`src/rtl/scan_mux_pkg.sv`:
```
// Shared definitions for the scan_mux block: mode encodings, counter width
// and a small wrap-around increment helper.
package scan_mux_pkg;

    // Operating modes selected by i_mode.
    typedef enum logic [1:0] {
        MODE_MANUAL = 2'b00,
        MODE_RR     = 2'b01,
        MODE_PRIO   = 2'b10,
        MODE_HOLD   = 2'b11
    } mode_e;

    // Width of the downstream acceptance counter.
    localparam int COUNT_W = 16;

    // Increment v modulo n (v is assumed to be in 0..n-1).
    function automatic int unsigned wrap_inc(input int unsigned v, input int unsigned n);
        return (v + 1 >= n) ? 0 : v + 1;
    endfunction

endpackage

```
`src/rtl/scan_mux_if.sv`:
```
// Channel-side and downstream-side signals of scan_mux, bundled in one
// interface. The slave modport is the mux itself, the master modport is
// whoever drives the channels and consumes the output.
interface scan_mux_if #(
    parameter int WIDTH = 16,
    parameter int N_CH  = 4,
    parameter int SEL_W = $clog2(N_CH)
);

    logic [N_CH*WIDTH-1:0]           i_data;
    logic [N_CH-1:0]                 i_valid;
    logic [N_CH-1:0]                 o_ready;
    logic [1:0]                      i_mode;
    logic [SEL_W-1:0]                i_ctrl;
    logic [WIDTH-1:0]                o_data;
    logic                            o_valid;
    logic                            i_ready;
    logic [SEL_W-1:0]                o_sel;
    logic [scan_mux_pkg::COUNT_W-1:0] o_count;

    modport slave (
        input  i_data, i_valid, i_mode, i_ctrl, i_ready,
        output o_ready, o_data, o_valid, o_sel, o_count
    );

    modport master (
        output i_data, i_valid, i_mode, i_ctrl, i_ready,
        input  o_ready, o_data, o_valid, o_sel, o_count
    );

endinterface

```
`src/rtl/scan_mux_rr_arbiter.sv`:
```
// Cyclic first-set search: returns the first requesting index found when
// scanning upward from ptr and wrapping past N_CH-1 back to 0. With ptr=0
// this degenerates to a fixed lowest-index priority search.
module rr_arbiter #(
    parameter int N_CH  = 4,
    parameter int SEL_W = $clog2(N_CH)
) (
    input  logic [N_CH-1:0]  req,
    input  logic [SEL_W-1:0] ptr,
    output logic [SEL_W-1:0] gnt_idx,
    output logic             gnt_vld
);

    // Scan all N_CH positions starting at ptr; keep the first hit.
    always_comb begin : search
        int unsigned idx;
        // NOTE: every output gets a default before the loop so no path
        // through this block can leave a value unassigned and infer a latch.
        gnt_idx = '0;
        gnt_vld = 1'b0;
        idx     = 0;
        for (int i = 0; i < N_CH; i++) begin
            idx = 32'(ptr) + 32'(i);
            if (idx >= 32'(N_CH)) begin
                idx = idx - 32'(N_CH);
            end
            if (!gnt_vld && req[idx]) begin
                gnt_vld = 1'b1;
                gnt_idx = SEL_W'(idx);
            end
        end
    end

endmodule

```
`src/rtl/scan_mux.sv`:
```
// N_CH-to-1 channel multiplexer with a one-word registered output slot.
// A grant is chosen each cycle by mode (manual select, round robin, fixed
// priority or hold); the granted channel is accepted when the output slot
// is free and its word appears on o_data one cycle later.
module scan_mux
    import scan_mux_pkg::*;
#(
    parameter int WIDTH = 16,
    parameter int N_CH  = 4,
    parameter int SEL_W = $clog2(N_CH)
) (
    input logic        i_clk,
    input logic        i_rst,
    scan_mux_if.slave  bus
);

    mode_e                mode;
    logic                 load_en;
    logic                 ctrl_ok;
    logic [SEL_W-1:0]     arb_ptr;
    logic [SEL_W-1:0]     arb_idx;
    logic                 arb_vld;
    logic [SEL_W-1:0]     gnt_idx;
    logic                 gnt_vld;
    logic [N_CH-1:0]      ready_vec;

    logic [WIDTH-1:0]     data_q;
    logic [SEL_W-1:0]     sel_q;
    logic                 valid_q;
    logic [COUNT_W-1:0]   count_q;
    logic [SEL_W-1:0]     ptr_q;

    assign mode    = mode_e'(bus.i_mode);
    // The output slot can take a new word when it is empty or being drained.
    assign load_en = !valid_q || bus.i_ready;
    assign ctrl_ok = (32'(bus.i_ctrl) < 32'(N_CH));
    // Priority mode shares the cyclic search, anchored at channel 0.
    assign arb_ptr = (mode == MODE_PRIO) ? '0 : ptr_q;

    rr_arbiter #(
        .N_CH  (N_CH),
        .SEL_W (SEL_W)
    ) u_arb (
        .req     (bus.i_valid),
        .ptr     (arb_ptr),
        .gnt_idx (arb_idx),
        .gnt_vld (arb_vld)
    );

    // Pick this cycle's grant according to the current mode.
    always_comb begin
        gnt_idx = '0;
        gnt_vld = 1'b0;
        case (mode)
            MODE_MANUAL: begin
                if (ctrl_ok && bus.i_valid[bus.i_ctrl]) begin
                    gnt_vld = 1'b1;
                    gnt_idx = bus.i_ctrl;
                end
            end
            MODE_RR, MODE_PRIO: begin
                gnt_vld = arb_vld;
                gnt_idx = arb_idx;
            end
            default: begin
                gnt_vld = 1'b0;
            end
        endcase
    end

    // One-hot accept toward the granted channel, suppressed during reset.
    always_comb begin
        ready_vec = '0;
        if (!i_rst && load_en && gnt_vld) begin
            ready_vec[gnt_idx] = 1'b1;
        end
    end

    // Output slot, acceptance counter and round-robin pointer.
    always_ff @(posedge i_clk) begin
        // NOTE: non-blocking assignments throughout, so every register here
        // updates from values sampled before the edge regardless of order.
        if (i_rst) begin
            // NOTE: the data and select registers are reset as well because
            // their reset value is visible on the outputs.
            data_q  <= '0;
            sel_q   <= '0;
            valid_q <= 1'b0;
            count_q <= '0;
            ptr_q   <= '0;
        end else begin
            if (valid_q && bus.i_ready) begin
                count_q <= count_q + 1'b1;
            end
            if (load_en) begin
                if (gnt_vld) begin
                    data_q  <= bus.i_data[gnt_idx*WIDTH +: WIDTH];
                    sel_q   <= gnt_idx;
                    valid_q <= 1'b1;
                    if (mode == MODE_RR) begin
                        ptr_q <= SEL_W'(wrap_inc(32'(gnt_idx), N_CH));
                    end
                end else begin
                    valid_q <= 1'b0;
                end
            end
        end
    end

    assign bus.o_ready = ready_vec;
    assign bus.o_data  = data_q;
    assign bus.o_sel   = sel_q;
    assign bus.o_valid = valid_q;
    assign bus.o_count = count_q;

endmodule
```
`src/flat_wrapper.sv`:
```
// flat-port wrapper written by rule: the top's interface ports become plain ports
module scan_mux_flat import scan_mux_pkg::*;
#(
    parameter int WIDTH = 16,
    parameter int N_CH  = 4,
    parameter int SEL_W = $clog2(N_CH)
)
  (i_clk, i_rst, bus_i_data, bus_i_valid, bus_i_mode, bus_i_ctrl, bus_i_ready, bus_o_ready, bus_o_data, bus_o_valid, bus_o_sel, bus_o_count);
  scan_mux_if #(.WIDTH(WIDTH), .N_CH(N_CH), .SEL_W(SEL_W)) bus_i ();
  input logic i_clk;
  input logic i_rst;
  input wire logic [$bits(bus_i.i_data)-1:0] bus_i_data;
  input wire logic [$bits(bus_i.i_valid)-1:0] bus_i_valid;
  input wire logic [$bits(bus_i.i_mode)-1:0] bus_i_mode;
  input wire logic [$bits(bus_i.i_ctrl)-1:0] bus_i_ctrl;
  input wire logic [$bits(bus_i.i_ready)-1:0] bus_i_ready;
  output wire logic [$bits(bus_i.o_ready)-1:0] bus_o_ready;
  output wire logic [$bits(bus_i.o_data)-1:0] bus_o_data;
  output wire logic [$bits(bus_i.o_valid)-1:0] bus_o_valid;
  output wire logic [$bits(bus_i.o_sel)-1:0] bus_o_sel;
  output wire logic [$bits(bus_i.o_count)-1:0] bus_o_count;
  assign bus_i.i_data = bus_i_data;
  assign bus_i.i_valid = bus_i_valid;
  assign bus_i.i_mode = bus_i_mode;
  assign bus_i.i_ctrl = bus_i_ctrl;
  assign bus_i.i_ready = bus_i_ready;
  assign bus_o_ready = bus_i.o_ready;
  assign bus_o_data = bus_i.o_data;
  assign bus_o_valid = bus_i.o_valid;
  assign bus_o_sel = bus_i.o_sel;
  assign bus_o_count = bus_i.o_count;
  scan_mux #(.WIDTH(WIDTH), .N_CH(N_CH), .SEL_W(SEL_W)) u_core (.i_clk(i_clk), .i_rst(i_rst), .bus(bus_i));
endmodule
```
`config.mk`:
```
export PLATFORM = sky130hd
export DESIGN_NAME = scan_mux_flat
export DESIGN_NICKNAME = d
export VERILOG_FILES = /design/src/rtl/scan_mux_pkg.sv /design/src/rtl/scan_mux_if.sv /design/src/rtl/scan_mux_rr_arbiter.sv /design/src/rtl/scan_mux.sv /design/src/flat_wrapper.sv
export SDC_FILE = /design/constraint.sdc
export NUM_CORES = 1
export LEC_CHECK = 0
export CAP_MARGIN = 10
export CELL_PAD_IN_SITES_DETAIL_PLACEMENT = 0
export CELL_PAD_IN_SITES_GLOBAL_PLACEMENT = 1
export CORE_MARGIN = 10
export CORE_UTILIZATION = 29
export CTS_BUF_LIST = sky130_fd_sc_hd__clkbuf_8
export DETAILED_ROUTE_END_ITERATION = 6
export PLACE_DENSITY = 0.89
export SYNTH_ARGS = -nofsm -noshare
export SYNTH_HDL_FRONTEND = slang
export SYNTH_HIERARCHICAL = 1
export SYNTH_SLANG_ARGS = --single-unit
```
`constraint.sdc`:
```
create_clock -name i_clk -period 3.2 [get_ports i_clk]
set_input_delay 0.64 -clock i_clk [delete_from_list [all_inputs] [get_ports i_clk]]
set_output_delay 0.64 -clock i_clk [all_outputs]
set_load 0.005 [all_outputs]
```
Word level (Yosys, flattened, before mapping)

Cells that the tools add are included.

Register bits: 37
Output and inout port bits: 39

Add/subtract/negate cells: 9
Order comparisons: 12
Equality and inequality tests: 2
Shifts and indexed selects: 1
Muxes and demuxes: 32
Reductions and logical operators: 17

Operator list:

| cell                                                                          | number |
|---|---|
| 32-bit by 3-bit less-than comparator with 1-bit output, second input constant | 4 |
| 32-bit 2-to-1 mux                                                             | 4 |
| 64-bit by 7-bit indexed part select with 16-bit output                        | 1 |
| 16-bit by 1-bit adder with 16-bit output, second input constant               | 1 |
| 2-bit 2-to-1 mux                                                              | 7 |
| 3-bit >= comparator, second input constant                                    | 4 |
| 1-bit 2-to-1 mux                                                              | 12 |
| 3-bit by 3-bit subtractor with 4-bit output, second input constant            | 3 |
| 1-bit binary-select mux with 2-bit select                                     | 5 |
| 1-bit logical AND                                                             | 7 |
| 2-bit by 1-bit adder with 3-bit output, second input constant                 | 2 |
| 2-bit by 2-bit adder with 3-bit output, second input constant                 | 2 |
| 2-bit by 3-bit less-than comparator with 1-bit output, second input constant  | 2 |
| 1-bit logical NOT                                                             | 5 |
| 4-bit 2-to-1 mux                                                              | 1 |
| 2-bit one-hot mux with 2 select lines                                         | 1 |
| 2-bit by 3-bit subtractor with 4-bit output, second input constant            | 1 |
| 2-bit by 3-bit >= comparator with 1-bit output, second input constant         | 1 |
| 3-bit AND reduction                                                           | 1 |
| 1-bit demux with 2-bit select                                                 | 1 |
| 2-bit by 1-bit equality test with 1-bit output, second input constant         | 1 |
| 2-bit equality test, second input constant                                    | 1 |
| 2-bit by 1-bit >= comparator with 1-bit output, second input constant         | 1 |
| 2-bit logical NOT                                                             | 1 |
| other kinds (4)                                                               | 4 |

Longest topological paths before layout

Gate-level depths: netlist of the first run.

Word-level depth: 22
Gate-level depth with buffers: 13
Depth with buffers taken out: 12

Modules after synthesis

Netlist of the first run, hierarchy kept.

By module, submodules not included:

| module     | instances | cells an instance | area an instance (µm²) |
|---|---|---|---|
| scan_mux   | 1         | 262               | 2245.9 |
| rr_arbiter | 1         | 15                | 77.6 |

Least setup slack after synthesis of the first run

No wires, ideal clock.

Path type: input -> output
From: in bus_i_mode[0]
To: out bus_o_ready[0]
Arrival time: 2.430 ns
Required time: 2.560 ns
Setup slack: 0.130 ns
Stages on the path: 12
Cells stage by stage: inv_1 > ha_1 > nor2b_1 > inv_2 > a221o_1 > a21oi_1 > a32oi_4 > nor2_4 > inv_6 > buf_12 > ha_1 > and3b_1

Word-level cells in the longest chain between the ends: 22
Elaborated cells between the ends (all ways): 51
Classes of those cells: add/sub: 7; order compare: 6; eq/ne: 2; mux: 26; reduce/logical: 10

RTL lines:

| item                                                                                                                                          | line                      | text |
|---|---|---|
| start, declared                                                                                                                               | flat_wrapper.sv:14        | `input wire logic [$bits(bus_i.i_mode)-1:0] bus_i_mode;` |
| 2-bit equality test (*)                                                                                                                       | scan_mux.sv:38            | `assign arb_ptr = (mode == MODE_PRIO) ? '0 : ptr_q;` |
| 2-bit 2-to-1 mux (*)                                                                                                                          | scan_mux.sv:38            |  |
| net u_core.arb_ptr[0]                                                                                                                         | scan_mux.sv:20            | `logic [SEL_W-1:0] arb_ptr;` |
| branches (longest 13 deep; another with 3-bit by 3-bit subtractor with 4-bit output)                                                          | -                         |  |
| 2-bit 2-to-1 mux (*)                                                                                                                          | scan_mux_rr_arbiter.sv:27 | `if (!gnt_vld && req[idx]) begin` |
| net u_core.arb_idx[0]                                                                                                                         | scan_mux.sv:21            | `logic [SEL_W-1:0] arb_idx;` |
| 2-bit one-hot mux with 2 select lines (*)                                                                                                     | scan_mux.sv:54            | `case (mode)` |
| 2-bit by 3-bit less-than comparator with 1-bit output (implied by the code) or 2-bit by 1-bit >= comparator with 1-bit output (tied branches) | scan_mux.sv:75            | `ready_vec[gnt_idx] = 1'b1;` |
| 1-bit logical AND (implied by the code)                                                                                                       | scan_mux.sv:75            |  |
| 1-bit 2-to-1 mux (implied by the code)                                                                                                        | scan_mux.sv:75            |  |
| 1-bit demux with 2-bit select (*)                                                                                                             | -                         |  |
| 4-bit 2-to-1 mux (*)                                                                                                                          | scan_mux.sv:74            | `if (!i_rst && load_en && gnt_vld) begin` |
| end, declared                                                                                                                                 | flat_wrapper.sv:17        | `output wire logic [$bits(bus_i.o_ready)-1:0] bus_o_ready;` |

Mark *: on every way through the listed nets, which the timed path passes. The select of a mux whose other input is x is not followed.

Final worst setup path of the first run

From: in bus_i_valid[2]
To: out bus_o_ready[0]

Word-level cells in the longest chain between the ends: 18
Elaborated cells between the ends (all ways): 35
Classes of those cells: order compare: 2; mux: 25; reduce/logical: 8

RTL lines:

| item                                                                                                                                          | line                      | text |
|---|---|---|
| start, declared                                                                                                                               | flat_wrapper.sv:13        | `input wire logic [$bits(bus_i.i_valid)-1:0] bus_i_valid;` |
| 1-bit binary-select mux with 2-bit select                                                                                                     | scan_mux_rr_arbiter.sv:27 |  |
| 1-bit 2-to-1 mux (implied by the code)                                                                                                        | scan_mux_rr_arbiter.sv:27 |  |
| 1-bit 2-to-1 mux                                                                                                                              | scan_mux_rr_arbiter.sv:27 |  |
| 1-bit logical NOT                                                                                                                             | scan_mux_rr_arbiter.sv:27 |  |
| 1-bit logical AND                                                                                                                             | scan_mux_rr_arbiter.sv:27 |  |
| 1-bit 2-to-1 mux                                                                                                                              | scan_mux_rr_arbiter.sv:27 |  |
| 1-bit logical NOT                                                                                                                             | scan_mux_rr_arbiter.sv:27 |  |
| 1-bit logical AND                                                                                                                             | scan_mux_rr_arbiter.sv:27 |  |
| [3 not listed]                                                                                                                                | -                         |  |
| 2-bit 2-to-1 mux (*)                                                                                                                          | scan_mux_rr_arbiter.sv:27 |  |
| net u_core.arb_idx[0]                                                                                                                         | scan_mux.sv:21            |  |
| 2-bit one-hot mux with 2 select lines (*)                                                                                                     | scan_mux.sv:54            |  |
| 2-bit by 3-bit less-than comparator with 1-bit output (implied by the code) or 2-bit by 1-bit >= comparator with 1-bit output (tied branches) | scan_mux.sv:75            |  |
| 1-bit logical AND (implied by the code)                                                                                                       | scan_mux.sv:75            |  |
| 1-bit 2-to-1 mux (implied by the code)                                                                                                        | scan_mux.sv:75            |  |
| 1-bit demux with 2-bit select (*)                                                                                                             | -                         |  |
| 4-bit 2-to-1 mux (*)                                                                                                                          | scan_mux.sv:74            |  |

Mark *: on every way through the listed nets, which the timed path passes. The rest lies on a longest branch. The select of a mux whose other input is x is not followed.

==> impl_metrics.env, run 1 <==
export IMPL_synth_cells=277
export IMPL_slew_limit_headroom_pct=68.4
export IMPL_worstSetupPathType="in2out"
export IMPL_first_global_vias=2479
export IMPL_leakage_nw=1.54
export IMPL_holdCritPathClass="reg2reg"
export IMPL_cp_required_ns=2.56
export IMPL_detail_route_iter0_violations=63
export IMPL_synth_seq_area_share_pct=31.9
export IMPL_finalWorstSetupSlack_ns=0.104
export IMPL_synth_yosys_warnings=6
export IMPL_min_path_cells=2
export IMPL_cpLargestDelayFamily="compound AO/OA/AOI/OAI gates"
export IMPL_power_combinational_fraction_pct=29.3
export IMPL_setup_violations=0
export IMPL_status="finished clean"
export IMPL_cts_sinks=37
export IMPL_power_ir_vdd_worst_v=0.000181
export IMPL_ant_diodes=0
export IMPL_tns_ns=0
export IMPL_drv_slew=0
export IMPL_floorplan_rows=32
export IMPL_floorplan_initialDensity_pct=29.9
export IMPL_syn_to_final_growth_pct=66.5
export IMPL_cp_peak_stage_delay_ns=0.48
export IMPL_vias_per_cell=4.76
export IMPL_hold_worst_slack_ns=0.496
export IMPL_postRouteAntennaNets=0
export IMPL_path_clk_slew_ns=0.07
export IMPL_postSynthRegisterBits=37
export IMPL_gr_util_all_layers_pct=12.6
export IMPL_max_clock_path_buffers=2
export IMPL_yosysUniqueCellTypes=43
export IMPL_post_route_period_util_pct=96.7
export IMPL_grt_max_degree=27
export IMPL_unrepaired_setup_endpoints_after_global_routing="no"
export IMPL_hold_viol_final=0
export IMPL_worstPathBufferInverterCount=3
export IMPL_finalWirelength_um=7720
export IMPL_cts_inserted_buffers=5
export IMPL_final_min_clock_period_ns=3.10
export IMPL_die_area_sq_mm=0.0120
export IMPL_power_density_cell_area_mw_per_mm2=364
export IMPL_hold_end="u_core/bus.o_sel[1]$_SDFFE_PP0P_"
export IMPL_antenna_found_initial=0
export IMPL_worst_r2r_startpoint="u_core/ptr_q[0]$_SDFFE_PP0P_"
export IMPL_final_fill_count=773
export IMPL_worstPathCellList="clkdlybuf4s50_1 -> a221o_1 -> a21oi_2 -> a32oi_4 -> nor2_4 -> inv_6 -> ha_1 -> and3b_1 -> buf_2"
export IMPL_place_congestion=0.800
export IMPL_floorplan_die_width_um=110
export IMPL_clock_latency_ns=0.29
export IMPL_synthesized_area_divided_by_synthesized_cell_count_sq_um=8.39
export IMPL_multiInputGateArea_sq_mm=0.00147
export IMPL_internal_power_mw=1.05
export IMPL_drtPass1Iterations=4
export IMPL_nNetsFinal=491
export IMPL_post_synthesis_cell_area_sq_mm=0.00232
export IMPL_crit_path_start_kind="primary input"
export IMPL_power_mw=1.41
export IMPL_swShare_pct=25.8
export IMPL_hold_path_startpoint="u_core/bus.o_sel[1]$_SDFFE_PP0P_"
export IMPL_area_sequential_sq_um=741
export IMPL_ios=114
export IMPL_worst_path_max_delay_cell="clkdlybuf4s50_1"
export IMPL_clock_power_share_pct=34.7
export IMPL_pre_cts_slack_ns=-0.782
export IMPL_clock_fmax_mhz=323
export IMPL_timing_reg2reg_worst_path_depth=11
export IMPL_holdBufCountCts=0
export IMPL_end_kind="output pin"
export IMPL_switching_power_uw=363
export IMPL_hpwl_um=6020
export IMPL_drv_cap=0
export IMPL_chipHeight_um=110
export IMPL_dr_total_vias=2439
export IMPL_syn_num_nets=359
export IMPL_cts_root_buf="clkbuf_8"
export IMPL_finalClockSkew_ns=0.00701
export IMPL_port_buffers=113
export IMPL_drive_gt1_share_pct=16.6
export IMPL_remaining_drc_errors=0
export IMPL_tightest_slew_ns=0.474
export IMPL_critical_path_arrival_ns=2.46
export IMPL_tritoncts="built"
export IMPL_power_sequential_fraction_pct=36.1
export IMPL_first_pass_grt_wire_length_um=12200
export IMPL_cts_htree_levels=2
export IMPL_wl_per_cell_um=15.1
export IMPL_largest_driver_fanout_on_the_critical_path=4
export IMPL_reg2reg_end="u_core/bus.o_data[2]$_SDFFE_PP0P_"
export IMPL_ff2ff_setup_slack_ns=0.84
export IMPL_fp_coreArea_sq_mm=0.00777
export IMPL_grt_overflow_total=0
==> state kept, by name (all words and copies together), names as in the netlist <==
signal              count
u_core/bus.o_count     16
u_core/bus.o_valid      1
u_core/bus.o_sel        2
u_core/ptr_q            2
u_core/bus.o_data      16
==> kinds of logic (layout without fill, tap and decap cells) <==
logic type	after synthesis	after routing	share of synthesized area [%]
AOI/OAI and AO/OA	57	57	19.5
xor gates and xnor gates	12	12	4.52
adders and majority gates	7	7	3.77
buffers and inverters	32	165	6.46
DFF	37	37	31.9
muxes	19	19	8.40
and+or+nand+nor	113	113	25.5
==> layout make-up <==
class / instances / area share (%)
Clock buffer: 5 / 1.78
Tap cell: 102 / 3.30
Sequential cell: 37 / 19.2
Inverter: 15 / 1.59
Timing Repair Buffer: 142 / 34.5
Multi-Input combinational cell: 208 / 38.0
Clock inverter: 3 / 1.68
==> synth_stat cells, drive strengths merged <==
master | n | share of area [%]
and3 | 3 | 0.81
a221o | 1 | 0.43
a311oi | 1 | 0.38
nor4 | 1 | 0.27
o21ba | 1 | 0.43
mux2i | 18 | 7.8
buf | 8 | 2.4
a22oi | 1 | 0.32
xnor2 | 8 | 3.0
or2 | 1 | 0.27
nor3 | 7 | 1.5
o21ai | 6 | 1.3
and3b | 2 | 0.75
nor2 | 37 | 6.3
xor2 | 4 | 1.5
mux2 | 1 | 0.65
a21bo | 1 | 0.43
nand2b | 20 | 5.4
ha | 7 | 3.8
nand4b | 1 | 0.38
a2111oi | 16 | 8.5
inv | 15 | 2.6
nand2 | 9 | 1.5
clkbuf | 9 | 1.5
o21a | 1 | 0.32
and2 | 1 | 0.27
nor2b | 3 | 0.81
a21oi | 27 | 5.8
dfxtp | 37 | 32
nand4 | 3 | 0.81
o221ai | 1 | 0.38
a32oi | 1 | 1.2
nand3 | 5 | 1.1
or3 | 20 | 5.4
==> placed cells by master (no fill, tap or decap), types with 5 or more instances in the layout <==
master	Yosys	routed
clkdlybuf4s50_1	0	105
nand2_1	9	9
a2111oi_0	6	6
clkbuf_8	0	5
ha_1	7	6
mux2i_1	18	18
buf_4	1	28
o21ai_0	5	5
xnor2_1	8	8
dfxtp_1	37	37
or3_1	20	20
a2111oi_2	9	9
nor2_1	36	36
nor3_1	7	6
nand2b_1	20	20
inv_1	13	12
a21oi_1	27	24
nand3_1	5	5
==> how the worst max path moves through the flow <==
stage,startpoint,end,slack [ns],cells past startpoint
2_1_floorplan,bus_i_mode[0],bus_o_ready[0],0.13,12
3_3_place_gp,bus_i_mode[0],bus_o_ready[2],-0.72,13
3_5_place_dp,bus_i_mode[0],bus_o_ready[0],-0.78,13
4_1_cts,bus_i_mode[1],bus_o_ready[0],0.001,13
5_1_grt,bus_i_valid[2],bus_o_ready[2],0.02,9
6_report,bus_i_valid[2],bus_o_ready[0],0.10,9
==> per-layer routing <==
layer  wire, um  up-vias  GRT usage [%]  part of all wire (%)
li1           -     1243              -                     -
met1       3110     1116           14.0                    40
met2       3980       72           23.1                    52
met3        581        8           3.69                   7.5
met4         49        0           2.51                  0.63
met5          0        -              0                     0
==> power groups by stage <==
stage          Combinational (mW)  Clock, mW  Sequential, mW
4_1_cts                     0.414      0.502           0.508
5_1_grt                     0.452      0.520           0.513
3_3_place_gp                0.402          0           0.518
6_report                    0.412      0.488           0.508
3_5_place_dp                0.409          0           0.519
2_1_floorplan               0.181          0           0.522
==> timing repair <==
| action | in CTS | in global routing |
|---|---|---|
| pin swaps | 6 | 6 |
| gates resized for setup | 20 | 10 |
| setup endpoints to repair | 4 | 4 |
| buffers inserted | 3 | 1 |
==> tightest hold or removal path, stage by stage (launching register included) <==
cell and delay (ns):
dfxtp_1 0.31, nor2_1 0.10, nor3_1 0.05
==> per-stage QoR <==
step	std cells	utilization, %	area (sq um)
6_report	512	49.8	3870
2_1_floorplan	277	-	2320
4_1_cts	511	49.5	3840
3_5_place_dp	500	47.5	3690
3_3_place_gp	500	47.5	3690
5_1_grt	512	49.8	3870
No activity file was read; power rests on OpenSTA's default activity.
==> run 2, diff against run 1 <==
--- a/config.mk
+++ b/config.mk
@@ -5,7 +5,7 @@
 export SDC_FILE = /design/constraint.sdc
 export NUM_CORES = 1
 export LEC_CHECK = 0
-export CAP_MARGIN = 10
+export CAP_MARGIN = 20
 export CELL_PAD_IN_SITES_DETAIL_PLACEMENT = 0
 export CELL_PAD_IN_SITES_GLOBAL_PLACEMENT = 1
 export CORE_MARGIN = 10
==> constraint.sdc (replaced) <==
create_clock -name i_clk -period 3.2 [get_ports i_clk]
set_input_delay 0.64 -clock i_clk [delete_from_list [all_inputs] [get_ports i_clk]]
set_output_delay 0.64 -clock i_clk [all_outputs]
set_load 0.05 [all_outputs]
==> run 2 against run 1 <==
Worst setup slack worse by 0.034 ns. First-iteration DRC count down 4.8%. Core utilization up 0.24 points. Combinational power up 26%. Clock power down 2%. Wire length up 2.7%. Design area up 0.49%. Fmax down 1.1%. Final cell count down 1.2%. Via count down 0.16%. Clock skew about the same. Critical endpoint is now bus_o_ready[2]. Largest cell class unchanged. Largest power group is now combinational logic.
==> impl_metrics.env, run 2 (synthesized netlist as in run 1, its figures left out) <==
export IMPL_status="finished clean"
export IMPL_drtPass1Iterations=4
export IMPL_internal_power_mw=1.04
export IMPL_cpLargestDelayFamily="buffers and inverters"
export IMPL_cts_inserted_buffers=5
export IMPL_hold_worst_slack_ns=0.480
export IMPL_cp_peak_stage_delay_ns=0.26
export IMPL_tightest_slew_ns=0.546
export IMPL_drv_cap=0
export IMPL_worst_path_most_repeated_cell="buf_4"
export IMPL_drv_slew=0
export IMPL_switching_power_uw=466
export IMPL_critical_path_arrival_ns=2.49
export IMPL_dr_total_vias=2435
export IMPL_clock_power_share_pct=31.8
export IMPL_tns_ns=0
export IMPL_finalWirelength_um=7930
export IMPL_worstPathBufferInverterCount=6
export IMPL_grt_overflow_total=0
export IMPL_worstPathCellList="buf_2 -> inv_2 -> ha_4 -> nor2b_4 -> buf_4 -> buf_4 -> o221ai_1 -> a21oi_2 -> a32oi_4 -> nor2_4 -> inv_6 -> ha_1 -> and3b_1 -> buf_12"
export IMPL_unrepaired_setup_endpoints_after_global_routing="no"
export IMPL_antenna_found_initial=0
export IMPL_floorplan_die_width_um=110
export IMPL_syn_to_final_growth_pct=67.3
export IMPL_final_fill_count=753
export IMPL_vias_per_cell=4.81
export IMPL_final_common_cell="clkdlybuf4s50_1"
export IMPL_worst_path_max_delay_cell="a32oi_4"
export IMPL_cts_htree_levels=2
export IMPL_wl_per_cell_um=15.7
export IMPL_cts_root_buf="clkbuf_8"
export IMPL_final_min_clock_period_ns=3.13
export IMPL_floorplan_initialDensity_pct=29.9
export IMPL_nNetsFinal=485
export IMPL_setup_violations=0
export IMPL_place_congestion=0.826
export IMPL_fp_coreArea_sq_mm=0.00777
export IMPL_largest_driver_fanout_on_the_critical_path=3
export IMPL_end_kind="output pin"
export IMPL_timing_reg2reg_worst_path_depth=11
export IMPL_floorplan_rows=32
export IMPL_ant_diodes=0
export IMPL_holdCritPathClass="reg2reg"
export IMPL_path_clk_slew_ns=0.08
export IMPL_min_path_cells=2
export IMPL_design_area_sq_mm=0.00389
export IMPL_clock_fmax_mhz=320
export IMPL_path_depth=14
export IMPL_slew_limit_headroom_pct=63.5
export IMPL_swShare_pct=30.9
export IMPL_finalClockSkew_ns=0.00696
export IMPL_die_area_sq_mm=0.0120
export IMPL_remaining_drc_errors=0
export IMPL_postRouteAntennaNets=0
export IMPL_hold_viol_final=0
export IMPL_detail_route_iter0_violations=60
export IMPL_port_buffers=113
export IMPL_first_global_vias=2477
export IMPL_worstSetupPathType="in2out"
export IMPL_cp_required_ns=2.56
export IMPL_placed_area_sq_mm=0.00370
export IMPL_post_route_period_util_pct=97.8
export IMPL_leakage_nw=1.53
export IMPL_crit_path_start_kind="primary input"
export IMPL_max_clock_path_buffers=2
export IMPL_power_combinational_fraction_pct=34.5
export IMPL_power_density_cell_area_mw_per_mm2=388
export IMPL_first_pass_grt_wire_length_um=12700
export IMPL_chipHeight_um=110
export IMPL_ios=114
export IMPL_power_ir_vdd_worst_v=0.000195
export IMPL_drive_gt1_share_pct=16.1
export IMPL_power_sequential_fraction_pct=33.7
export IMPL_final_cell_mix="clkdlybuf4s50_1 (103), dfxtp_1 (37), nor2_1 (35)"
export IMPL_hpwl_um=6140
export IMPL_grt_max_degree=33
export IMPL_holdBufCountCts=0
export IMPL_tritoncts="built"
export IMPL_gr_util_all_layers_pct=13.1
export IMPL_cts_sinks=37
export IMPL_clock_latency_ns=0.28
## run 2: routing by layer
| metal | vias to the layer above | share of wire [%] | GRT usage, % |
|---|---|---|---|
| met5 | - | 0 | 0 |
| met4 | 0 | 0.43 | 2.51 |
| met3 | 4 | 6.2 | 3.69 |
| met2 | 62 | 50 | 23.1 |
| met1 | 1140 | 43 | 15.5 |
| li1 | 1229 | - | - |
## run 2: layout make-up
type	instances	area, sq um	share of cell area [%]
flip-flops and latches	37	741	19.1
multi-input cells	208	1480	38.0
inverters	15	61.3	1.58
clock buffers	5	68.8	1.77
clock inverters	3	65.1	1.67
well taps	102	128	3.28
repair buffers	136	1350	34.6
## run 2: worst paths after layout
kind	start	end	slack [ns]
min reg2reg	u_core/bus.o_sel[0]$_SDFFE_PP0P_	u_core/bus.o_sel[0]$_SDFFE_PP0P_	0.48
max	bus_i_mode[0]	bus_o_ready[2]	0.07
min	u_core/bus.o_sel[0]$_SDFFE_PP0P_	u_core/bus.o_sel[0]$_SDFFE_PP0P_	0.48
max reg2reg	u_core/ptr_q[0]$_SDFFE_PP0P_	u_core/bus.o_data[0]$_SDFFE_PP0P_	0.87
## run 2: timing repair
item	4_1_cts	5_1_grt
gates resized for setup	12	7
endpoints found under the hold margin	0	0
pin swaps	5	7
buffers inserted	1	2
setup endpoints to repair	4	4
## run 2: power groups by stage
stage	sequential, mW	clock (mW)	combinational, mW
after floorplan	0.625	0	0.189
after global placement	0.518	0	0.513
after detailed placement	0.519	0	0.520
after CTS	0.508	0.496	0.524
after global routing	0.512	0.518	0.559
final	0.508	0.479	0.520
## run 2: worst register-to-register path, delay by kind of cell (launching register included)
kind / cells / cell delay (ns)
multiplexers: 1 / 0.14
AO/OA/AOI/OAI: 4 / 0.97
buffers and inverters: 4 / 0.58
AND/OR/NAND/NOR: 2 / 0.21
flip-flops: 1 / 0.31
## run 2: metrics by stage
step / std cells / utilization, % / total power [mW] / setup WS, ns
final: 506 / 50.0 / 1.51 / 0.0704
after global routing: 506 / 50.0 / 1.59 / 0.00401
after CTS: 504 / 49.8 / 1.53 / 0.0121
after detailed placement: 495 / 47.7 / 1.04 / -0.441
after global placement: 495 / 47.7 / 1.03 / -0.370
after floorplan: 277 / - / 0.814 / 0.00889
==> run 3, diff against run 2 <==
--- a/config.mk
+++ b/config.mk
@@ -9,11 +9,11 @@
 export CELL_PAD_IN_SITES_DETAIL_PLACEMENT = 0
 export CELL_PAD_IN_SITES_GLOBAL_PLACEMENT = 1
 export CORE_MARGIN = 10
-export CORE_UTILIZATION = 29
+export CORE_UTILIZATION = 33
 export CTS_BUF_LIST = sky130_fd_sc_hd__clkbuf_8
 export DETAILED_ROUTE_END_ITERATION = 6
-export PLACE_DENSITY = 0.89
+export PLACE_DENSITY = 0.9
+export SLEW_MARGIN = 20
 export SYNTH_ARGS = -nofsm -noshare
 export SYNTH_HDL_FRONTEND = slang
-export SYNTH_HIERARCHICAL = 1
 export SYNTH_SLANG_ARGS = --single-unit
==> run 3 against run 2 <==
The flow now finishes with violations (setup timing). Worst hold slack got worse by 0.012 ns. Core utilization increased by 2.3 points. Final cell count increased by 22%. Area after synthesis increased by 32%. Clock power decreased by 29%. Critical path type unchanged. Largest cell class unchanged. Highest routed layer unchanged.
==> impl_metrics.env, run 3 <==
export IMPL_synth_top_family_by_area="compound AO/OA/AOI/OAI gates"
export IMPL_postRouteAntennaNets=0
export IMPL_drv_cap=0
export IMPL_cts_sinks=37
export IMPL_synth_edf_count=0
export IMPL_path_clk_slew_ns=0.07
export IMPL_floorplan_die_width_um=116
export IMPL_crit_path_start_kind="primary input"
export IMPL_hold_viol_final=0
export IMPL_remaining_drc_errors=0
export IMPL_ff2ff_setup_slack_ns=0.38
export IMPL_path_depth=13
export IMPL_hold_worst_slack_ns=0.468
export IMPL_antenna_found_initial=0
export IMPL_worst_path_max_delay_cell="or4_4"
export IMPL_yosys_cell_count_top_type="dfxtp_1"
export IMPL_grt_max_degree=38
export IMPL_first_pass_grt_wire_length_um=18100
export IMPL_cpLargestDelayFamily="simple AND/OR/NAND/NOR gates"
export IMPL_worstPathBufferInverterCount=5
export IMPL_syn_num_nets=456
export IMPL_final_cell_mix="clkdlybuf4s50_1 (103), buf_4 (47), dfxtp_1 (37)"
export IMPL_synthArstFlopShare_pct=0
export IMPL_floorplan_rows=35
export IMPL_floorplan_initialDensity_pct=33.5
export IMPL_grt_overflow_total=0
export IMPL_max_clock_path_buffers=2
export IMPL_synthDominantCellAreaShare_pct=24.1
export IMPL_setup_violations=4
export IMPL_tritoncts="built"
export IMPL_final_fill_count=816
export IMPL_fp_coreArea_sq_mm=0.00915
export IMPL_cp_required_ns=2.56
export IMPL_pre_cts_slack_ns=-0.872
export IMPL_post_synth_xor_area_fraction_pct=3.99
export IMPL_worstSetupPathType="in2out"
export IMPL_ant_diodes=0
export IMPL_port_buffers=113
export IMPL_die_area_sq_mm=0.0136
export IMPL_list_of_most_frequent_post_synthesis_cells="dfxtp_1 (37), nand2_1 (33), nor4_1 (24)"
export IMPL_end_kind="output pin"
export IMPL_post_synth_top_area_cell="dfxtp_1"
export IMPL_worstSetupEndpoint="bus_o_ready[3]"
export IMPL_drv_slew=0
export IMPL_synthesized_area_divided_by_synthesized_cell_count_sq_um=8.25
export IMPL_chipHeight_um=116
export IMPL_drtPass1Iterations=4
export IMPL_final_min_clock_period_ns=3.52
export IMPL_nNetsFinal=590
export IMPL_worst_r2r_startpoint="u_core.ptr_q[0]$_SDFFE_PP0P_"
export IMPL_leakage_nw=1.94
export IMPL_syn_to_final_growth_pct=55.9
export IMPL_detail_route_iter0_violations=214
export IMPL_synth_seq_area_share_pct=24.1
export IMPL_synth_adder_area_share_pct=3.67
export IMPL_synthFlopType="dfxtp_1"
export IMPL_slew_limit_headroom_pct=61.7
export IMPL_drive_gt1_share_pct=21.7
export IMPL_vias_per_cell=5.48
export IMPL_design_area_sq_mm=0.00479
export IMPL_postSynthRegisterBits=37
export IMPL_cts_inserted_buffers=5
export IMPL_first_global_vias=3487
export IMPL_holdCritPathClass="reg2reg"
export IMPL_muxShareOfSynthArea_pct=7.25
export IMPL_cts_htree_levels=2
export IMPL_unrepaired_setup_endpoints_after_global_routing="yes"
export IMPL_ios=114
export IMPL_finalClockSkew_ns=0.0118
export IMPL_post_synthesis_cell_area_sq_mm=0.00307
export IMPL_critical_path_arrival_ns=2.88
export IMPL_clock_fmax_mhz=284
export IMPL_reg2reg_end="u_core.bus.o_data[0]$_SDFFE_PP0P_"
export IMPL_place_congestion=0.858
export IMPL_cts_root_buf="clkbuf_8"
export IMPL_wl_per_cell_um=18.2
export IMPL_final_common_cell="clkdlybuf4s50_1"
export IMPL_yosysUniqueCellTypes=54
export IMPL_synth_simple_area_share_pct=24.9
export IMPL_power_ir_vdd_worst_v=0.000238
export IMPL_finalWorstSetupSlack_ns=-0.324
export IMPL_violated_checks="setup timing"
export IMPL_netlist_top_cells_area="dfxtp_1 (24%), mux2i_1 (6.5%), a41o_1 (5.2%)"
export IMPL_clock_latency_ns=0.30
export IMPL_finalWirelength_um=11200
export IMPL_synth_cells=372
export IMPL_tightest_slew_ns=0.573
export IMPL_power_density_cell_area_mw_per_mm2=327
export IMPL_status="finished, violations left"
export IMPL_layout_core_utilization_pct=52.3
export IMPL_hpwl_um=8430
export IMPL_post_route_period_util_pct=110
export IMPL_placed_area_sq_mm=0.00460
export IMPL_worst_setup_path_startpoint="bus_i_mode[0]"
export IMPL_gr_util_all_layers_pct=16.7
export IMPL_cp_peak_stage_delay_ns=0.60
export IMPL_synth_yosys_warnings=0
export IMPL_largest_driver_fanout_on_the_critical_path=4
export IMPL_dr_total_vias=3388
export IMPL_synth_compound_area_share_pct=25.8
export IMPL_worstPathCellList="buf_12 -> inv_12 -> ha_4 -> buf_6 -> and2b_1 -> a32o_2 -> o21ai_2 -> nor4_1 -> or4_4 -> clkinv_4 -> ha_4 -> and2_4 -> buf_12"
export IMPL_timing_reg2reg_worst_path_depth=8
run 3: kinds of logic after synthesis:
group | count (synthesis)
flops | 37
simple gates | 133
buf+inv | 63
fa+ha+maj | 9
mux | 22
xor+xnor | 14
compound gates | 94
run 3: worst min-delay path by stage:
| stage | startpoint | endpoint | slack, ns | cells after the start |
|---|---|---|---|---|
| after global placement | u_core.bus.o_sel[0]$_SDFFE_PP0P_ | u_core.bus.o_sel[0]$_SDFFE_PP0P_ | 0.45 | 2 |
| final | u_core.bus.o_sel[0]$_SDFFE_PP0P_ | u_core.bus.o_sel[0]$_SDFFE_PP0P_ | 0.47 | 2 |
| after floorplan | u_core.ptr_q[1]$_SDFFE_PP0P_ | u_core.ptr_q[1]$_SDFFE_PP0P_ | 0.65 | 3 |
| after global routing | u_core.bus.o_sel[1]$_SDFFE_PP0P_ | u_core.bus.o_sel[1]$_SDFFE_PP0P_ | 0.50 | 2 |
| after CTS | u_core.bus.o_sel[0]$_SDFFE_PP0P_ | u_core.bus.o_sel[0]$_SDFFE_PP0P_ | 0.47 | 2 |
| after detailed placement | u_core.bus.o_sel[0]$_SDFFE_PP0P_ | u_core.bus.o_sel[0]$_SDFFE_PP0P_ | 0.45 | 2 |
run 3: final cells by class:
type	instances	area (sq um)	share of cell area [%]
Clock inverter	3	17.5	0.366
Tap cell	111	139	2.90
Timing Repair Buffer	165	1590	33.2
Clock buffer	5	68.8	1.44
Inverter	25	111	2.33
Multi-Input combinational cell	272	2120	44.3
Sequential cell	37	741	15.5
run 3: power breakdown:
part	switching, mW	internal [mW]
clock network	0.191	0.151
registers	0.0210	0.493
logic	0.397	0.311
run 3: routing by layer:
metal / vias to the layer above / track usage, % / routed length [um]
met5: - / 0 / 0
li1: 1661 / - / -
met4: 0 / 5.42 / 235
met3: 18 / 5.14 / 807
met2: 110 / 28.6 / 5400
met1: 1599 / 19.4 / 4800
run 3: metrics by stage:
stage / setup TNS, ns / power [mW] / instances
after global routing: -1.49 / 1.64 / 618
final: -1.21 / 1.56 / 618
after CTS: -1.17 / 1.58 / 619
after detailed placement: -13.47 / 1.22 / 604
after floorplan: -0.757 / 0.940 / 372
after global placement: -11.92 / 1.21 / 604
run 3: what timing repair did:
action / 4_1_cts / 5_1_grt
setup endpoints to repair: 21 / 4
hold buffers: 0 / 0
gates resized for setup: 31 / 3
setup buffers: 7 / 0
pin swaps: 6 / 2
run 3: worst register-to-register path: cells and delay by family (launching register included):
kind	cells	cell delay, ns
buffers and inverters	2	0.49
AOI/OAI and AO/OA	2	0.45
DFF	1	0.58
and+or+nand+nor	4	1.17
==> RTL change 1, RTL diff (flow settings as in run 3) <==
Reset style: asynchronous (`i_rst`), changed in one clocked block.
--- a/src/rtl/scan_mux.sv
+++ b/src/rtl/scan_mux.sv
@@ -77,7 +77,7 @@
     end
 
     // Output slot, acceptance counter and round-robin pointer.
-    always_ff @(posedge i_clk) begin
+    always_ff @(posedge i_clk or posedge i_rst) begin
         // NOTE: non-blocking assignments throughout, so every register here
         // updates from values sampled before the edge regardless of order.
         if (i_rst) begin
Check against the original RTL: differs if i_rst is asserted again (counterexample within 4 cycles, from zero or initial values and one cycle with i_rst high); with i_rst held inactive, the same outputs for 10 cycles.
==> RTL change 1 against run 3 <==
Setup slack improved by 0.37 ns. Worst hold slack improved by 0.018 ns. Synthesized area fell by 15%. Sequential cell count did not move. Sequential share of layout area rose by 5.9 points. Critical path type unchanged. Wire length fell by 23%. Design area fell by 9.3%.
Power is not compared: it rests on default switching activity, and its combinational part moved more than twofold at a synthesized area within 25%.
==> RTL change 1: results (changes against run 3) <==
post-synthesis async set-or-reset flop share -> 1.00 (+1.00)
largest net degree at the start of global routing -> 24 (-37%)
Hold Path Class -> register to register
routing usage on met1 -> 0.156 (-0.0387)
GRT Overall Usage -> 0.143 (-0.0247)
met2 usage in global routing -> 0.249 (-0.0373)
Commonest cells post-synth -> dfrtp_1, mux2i_1, nand3_1, nand4_1, a32oi_1
hold path endpoint -> u_core.bus.o_count[15]
routed vias -> 2,573 (-24%)
Hold WS -> 0.486 ns (+0.0180 ns)
leakage -> 0.00174 uW
worst r2r dst -> u_core.bus.o_data[12]
Clock Tree Buf Depth -> 2 (unchanged)
clock-pin slew on the worst setup and hold paths -> 0.08 ns
RR Startpoint -> u_core.ptr_q[0]
layout net count -> 477 (-19%)
Final Skew -> 0.0104 ns (-0.00145 ns)
GP Congestion -> 0.844 (-1.7%)
first-pass GRT wire length -> 13,600 microns (-25%)
input/output buffers -> 113 (unchanged)
R2R setup slack -> 0.68 ns (+0.30 ns)
count of cell types in the netlist -> 52 (-3.7%)
drt wl/cell -> 17.4 microns (-4.6%)
DR pass1 iterations -> 4 (unchanged)
maximum vdd drop -> 0.000373 V
Hold Crit Depth -> 1 (-1)
critical path's slowest cell -> a221oi_4
Hold Startpoint -> u_core.bus.o_count[15]
TritonCTS buffer count -> 5 (unchanged)
setup_tns -> 0 ns (+1.21 ns)
diode count -> 0 (unchanged)
synth top area cells -> dfrtp_1, mux2i_1, a32oi_1
filler instances -> 655 (-20%)
DP HPWL -> 6680 microns (-21%)
status -> finished clean
sequential fraction of the synthesis area -> 0.354 (+0.113)
DIE WIDTH -> 109 microns (-6.4%)
Post-Synth XOR/XNOR Area -> 0.0536 (+0.0137)
adder-cell share of the synthesized area -> 0.0431 (+0.00639)
clock root buffer -> clkbuf_8
syn nets -> 344 (-25%)
worst slew pin tran -> 0.548 ns (-0.0245 ns)
multiplexer share of the synthesized area -> 0.152 (+0.0796)
vias in the first global route -> 2,750 (-21%)
YS warnings -> 0 (unchanged)
Critical path origin -> bus_i_mode[1]
initial antenna violation count -> 0 (unchanged)
Detailed Route Iter0 Violations -> 79 (-63%)
layout cell share with drive strength beyond 1 -> 0.228 (+0.0115)
delay of the slowest critical-path stage -> 0.31 ns (-0.29 ns)
Synth Flop Type -> dfrtp_1
crit path max fanout -> 7 (+3)
CTS HTree Levels -> 2 (unchanged)
M3 GR Usage -> 0.0614 (+0.0100)
Skew-Pair Late Insertion Delay -> 0.29 ns
Setup WS pre-CTS -> -0.450 ns (+0.422 ns)
worst-case reg-to-reg path depth -> 9 (+1)
Synth Area in Compound Gates -> 0.128 (-0.130)
RTL change 1: cell types whose count changed after synthesis, moves of 16 or more:
| cell | change |
|---|---|
| a41o_1 | -16 |
| dfrtp_1 | +37 |
| dfxtp_1 | -37 |
| nand2_1 | -20 |
| nor4_1 | -24 |
RTL change 1: final cells by class:
cell class	instances	share of cell area
clock buffers	5	0.0159
multi-input cells	194	0.394
repair buffers	145	0.320
clock inverters	3	0.0150
flip-flops and latches	37	0.214
well taps	102	0.0294
inverters	10	0.0121
RTL change 1: metrics by stage:
step                cell area (sq um)  instances
global placement                 4060        484
floorplan                        2700        260
CTS                              4280        496
detailed placement               4060        484
finish                           4340        496
global route                     4340        496
RTL change 1: cell families after synthesis:
| family | count (synthesis) |
|---|---|
| AND/OR/NAND/NOR | 93 |
| AO/OA/AOI/OAI | 38 |
| multiplexers | 38 |
| flip-flops | 37 |
| buffers and inverters | 29 |
| XOR/XNOR | 16 |
| adder cells (fa/ha/maj) | 9 |
RTL change 1: timing repair:
action	CTS	global route
pin swaps	6	4
resized for setup	31	20
buffers inserted	4	0
setup endpoints to repair	4	4
RTL change 1: worst max path at each step:
| stage | endpoint | slack, ns |
|---|---|---|
| after floorplan | bus_o_ready[1] | 0.005 |
| after global placement | bus_o_ready[1] | -0.40 |
| after detailed placement | bus_o_ready[1] | -0.45 |
| after CTS | bus_o_ready[2] | -0.01 |
| after global routing | bus_o_ready[1] | -0.002 |
| final | bus_o_ready[1] | 0.05 |
RTL change 1: power breakdown:
group          switching, uW  internal, uW
sequential               149           623
combinational           1030           694
clock                    172           310
total                   1350          1630
RTL change 1: metal layers:
metal,vias to the layer above,part of all wire,wire (microns)
met5,-,0,0
met4,0,0.014,119
met3,9,0.094,810
met2,98,0.50,4330
met1,1232,0.39,3350
li1,1234,-,-
RTL change 1: critical path: cells and delay by family:
kind	cells	cell delay, ns
compound gates	3	0.66
simple gates	2	0.45
buf+inv	3	0.42
fa+ha+maj	2	0.33
==> RTL change 2, RTL diff (settings of run 3) <==
Made on the original files. `WIDTH` is set to 16 in 3 places; all go to 32.
--- a/src/rtl/scan_mux_if.sv
+++ b/src/rtl/scan_mux_if.sv
@@ -2,7 +2,7 @@
 // interface. The slave modport is the mux itself, the master modport is
 // whoever drives the channels and consumes the output.
 interface scan_mux_if #(
-    parameter int WIDTH = 16,
+    parameter int WIDTH = 32,
     parameter int N_CH  = 4,
     parameter int SEL_W = $clog2(N_CH)
 );
--- a/src/rtl/scan_mux.sv
+++ b/src/rtl/scan_mux.sv
@@ -5,7 +5,7 @@
 module scan_mux
     import scan_mux_pkg::*;
 #(
-    parameter int WIDTH = 16,
+    parameter int WIDTH = 32,
     parameter int N_CH  = 4,
     parameter int SEL_W = $clog2(N_CH)
 ) (
--- a/src/flat_wrapper.sv
+++ b/src/flat_wrapper.sv
@@ -1,7 +1,7 @@
 // flat-port wrapper written by rule: the top's interface ports become plain ports
 module scan_mux_flat import scan_mux_pkg::*;
 #(
-    parameter int WIDTH = 16,
+    parameter int WIDTH = 32,
     parameter int N_CH  = 4,
     parameter int SEL_W = $clog2(N_CH)
 )
Ports: changed (resized bus_i_data and bus_o_data); port bits go from 114 to 194. The function was not compared with the original's and may differ.
==> RTL change 2 against run 3 <==
Global-route usage grew 4.0 points. Combinational power grew 82%. Setup slack gained 0.10 ns. Design area grew 37%. Fmax grew 3.0%. Wire length grew 61%. Critical path depth shrank 1. Count of clock-buffer cells in the layout grew 1. Clock skew shrank 0.0062 ns. Sequential cell count grew 16. The flow still finishes with violations (setup timing). Synthesized area grew 27%. Worst hold slack gained 0.0083 ns. Total power grew 65%.
==> RTL change 2: results (changes against run 3) <==
Post-Synth XOR/XNOR Area -> 0.0360 (-0.00398)
R2R setup slack -> 0.40 ns (+0.02 ns)
routed vias -> 4,885 (+44%)
M3 GR Usage -> 0.0657 (+0.0143)
GP Congestion -> 0.888 (+3.6%)
Syn Inst Count -> 484 (+30%)
maximum vdd drop -> 0.000236 V (-0.77%)
input/output buffers -> 193 (+71%)
crit path max fanout -> 7 (+3)
setup_tns -> -0.767 ns (+0.440 ns)
vias in the first global route -> 5,051 (+45%)
Final Skew -> 0.00560 ns (-0.00625 ns)
Via-to-Cell Ratio -> 5.77 (+5.3%)
first-pass GRT wire length -> 28,100 microns (+55%)
count of cell types in the netlist -> 55 (+1.9%)
synth top area cells -> dfxtp_1, a2111oi_0, a21boi_0
multiplexer share of the synthesized area -> 0.0161 (-0.0565)
Net Sw Frac -> 0.408 (+0.0186)
Setup WS pre-CTS -> -0.760 ns (+0.111 ns)
Post-CTS Setup Bufs -> 3 (-4)
DR pass1 iterations -> 5 (+1)
leakage -> 0.00236 uW (+21%)
Synth Area in Compound Gates -> 0.285 (+0.0268)
Hold WS -> 0.476 ns (+0.00834 ns)
setup ws final -> -0.222 ns (+0.102 ns)
layout cell share with drive strength beyond 1 -> 0.174 (-0.0434)
delay of the slowest critical-path stage -> 0.53 ns (-0.07 ns)
final-report setup violation count -> 4 (unchanged)
sequential fraction of the synthesis area -> 0.272 (+0.0310)
placed cell count -> 831 (+38%)
met1 WL -> 7590 microns (+58%)
clock root buffer -> clkbuf_8
Skew-Pair Late Insertion Delay -> 0.32 ns (+0.02 ns)
P_int -> 1520 uW (+60%)
failing checks -> setup timing
Met2 Routed Length -> 8430 microns (+56%)
Detailed Route Iter0 Violations -> 323 (+51%)
met2 usage in global routing -> 0.336 (+0.0499)
DP Area -> 0.00637 sq mm (+38%)
layout net count -> 850 (+44%)
worst-case reg-to-reg path depth -> 9 (+1)
worst slew pin tran -> 0.571 ns (-0.00204 ns)
routing usage on met1 -> 0.263 (+0.0684)
Clk power -> 505 uW (+48%)
DP HPWL -> 13,700 microns (+62%)
GRT Overall Usage -> 0.207 (+0.0397)
adder-cell share of the synthesized area -> 0.0289 (-0.00778)
Seq pwr share -> 0.302 (-0.027)
drt wl/cell -> 21.4 microns (+18%)
status -> finished, violations left
-- RTL change 2: cell types whose count changed after synthesis, sizes merged, moves of 21 or more --
cell / delta
a2111oi: +57
a21boi: +34
nor2: +34
nor4b: +27
clkbuf: +21
-- RTL change 2: worst max path at each step --
stage / slack, ns / cells past startpoint / end / from
finish: -0.22 / 12 / bus_o_ready[3] / bus_i_mode[0]
global route: -0.36 / 12 / bus_o_ready[3] / bus_i_mode[0]
CTS: -0.32 / 12 / bus_o_ready[1] / bus_i_mode[0]
detailed placement: -0.76 / 11 / bus_o_ready[1] / bus_i_mode[0]
global placement: -0.71 / 11 / bus_o_ready[1] / bus_i_mode[0]
floorplan: -0.37 / 9 / bus_o_ready[1] / bus_i_valid[3]
-- RTL change 2: layout make-up --
cell class | count | share of cell area
flip-flops and latches | 53 | 0.162
repair buffers | 263 | 0.376
clock inverters | 2 | 0.00513
multi-input cells | 372 | 0.412
inverters | 7 | 0.00513
clock buffers | 6 | 0.0125
well taps | 143 | 0.0272
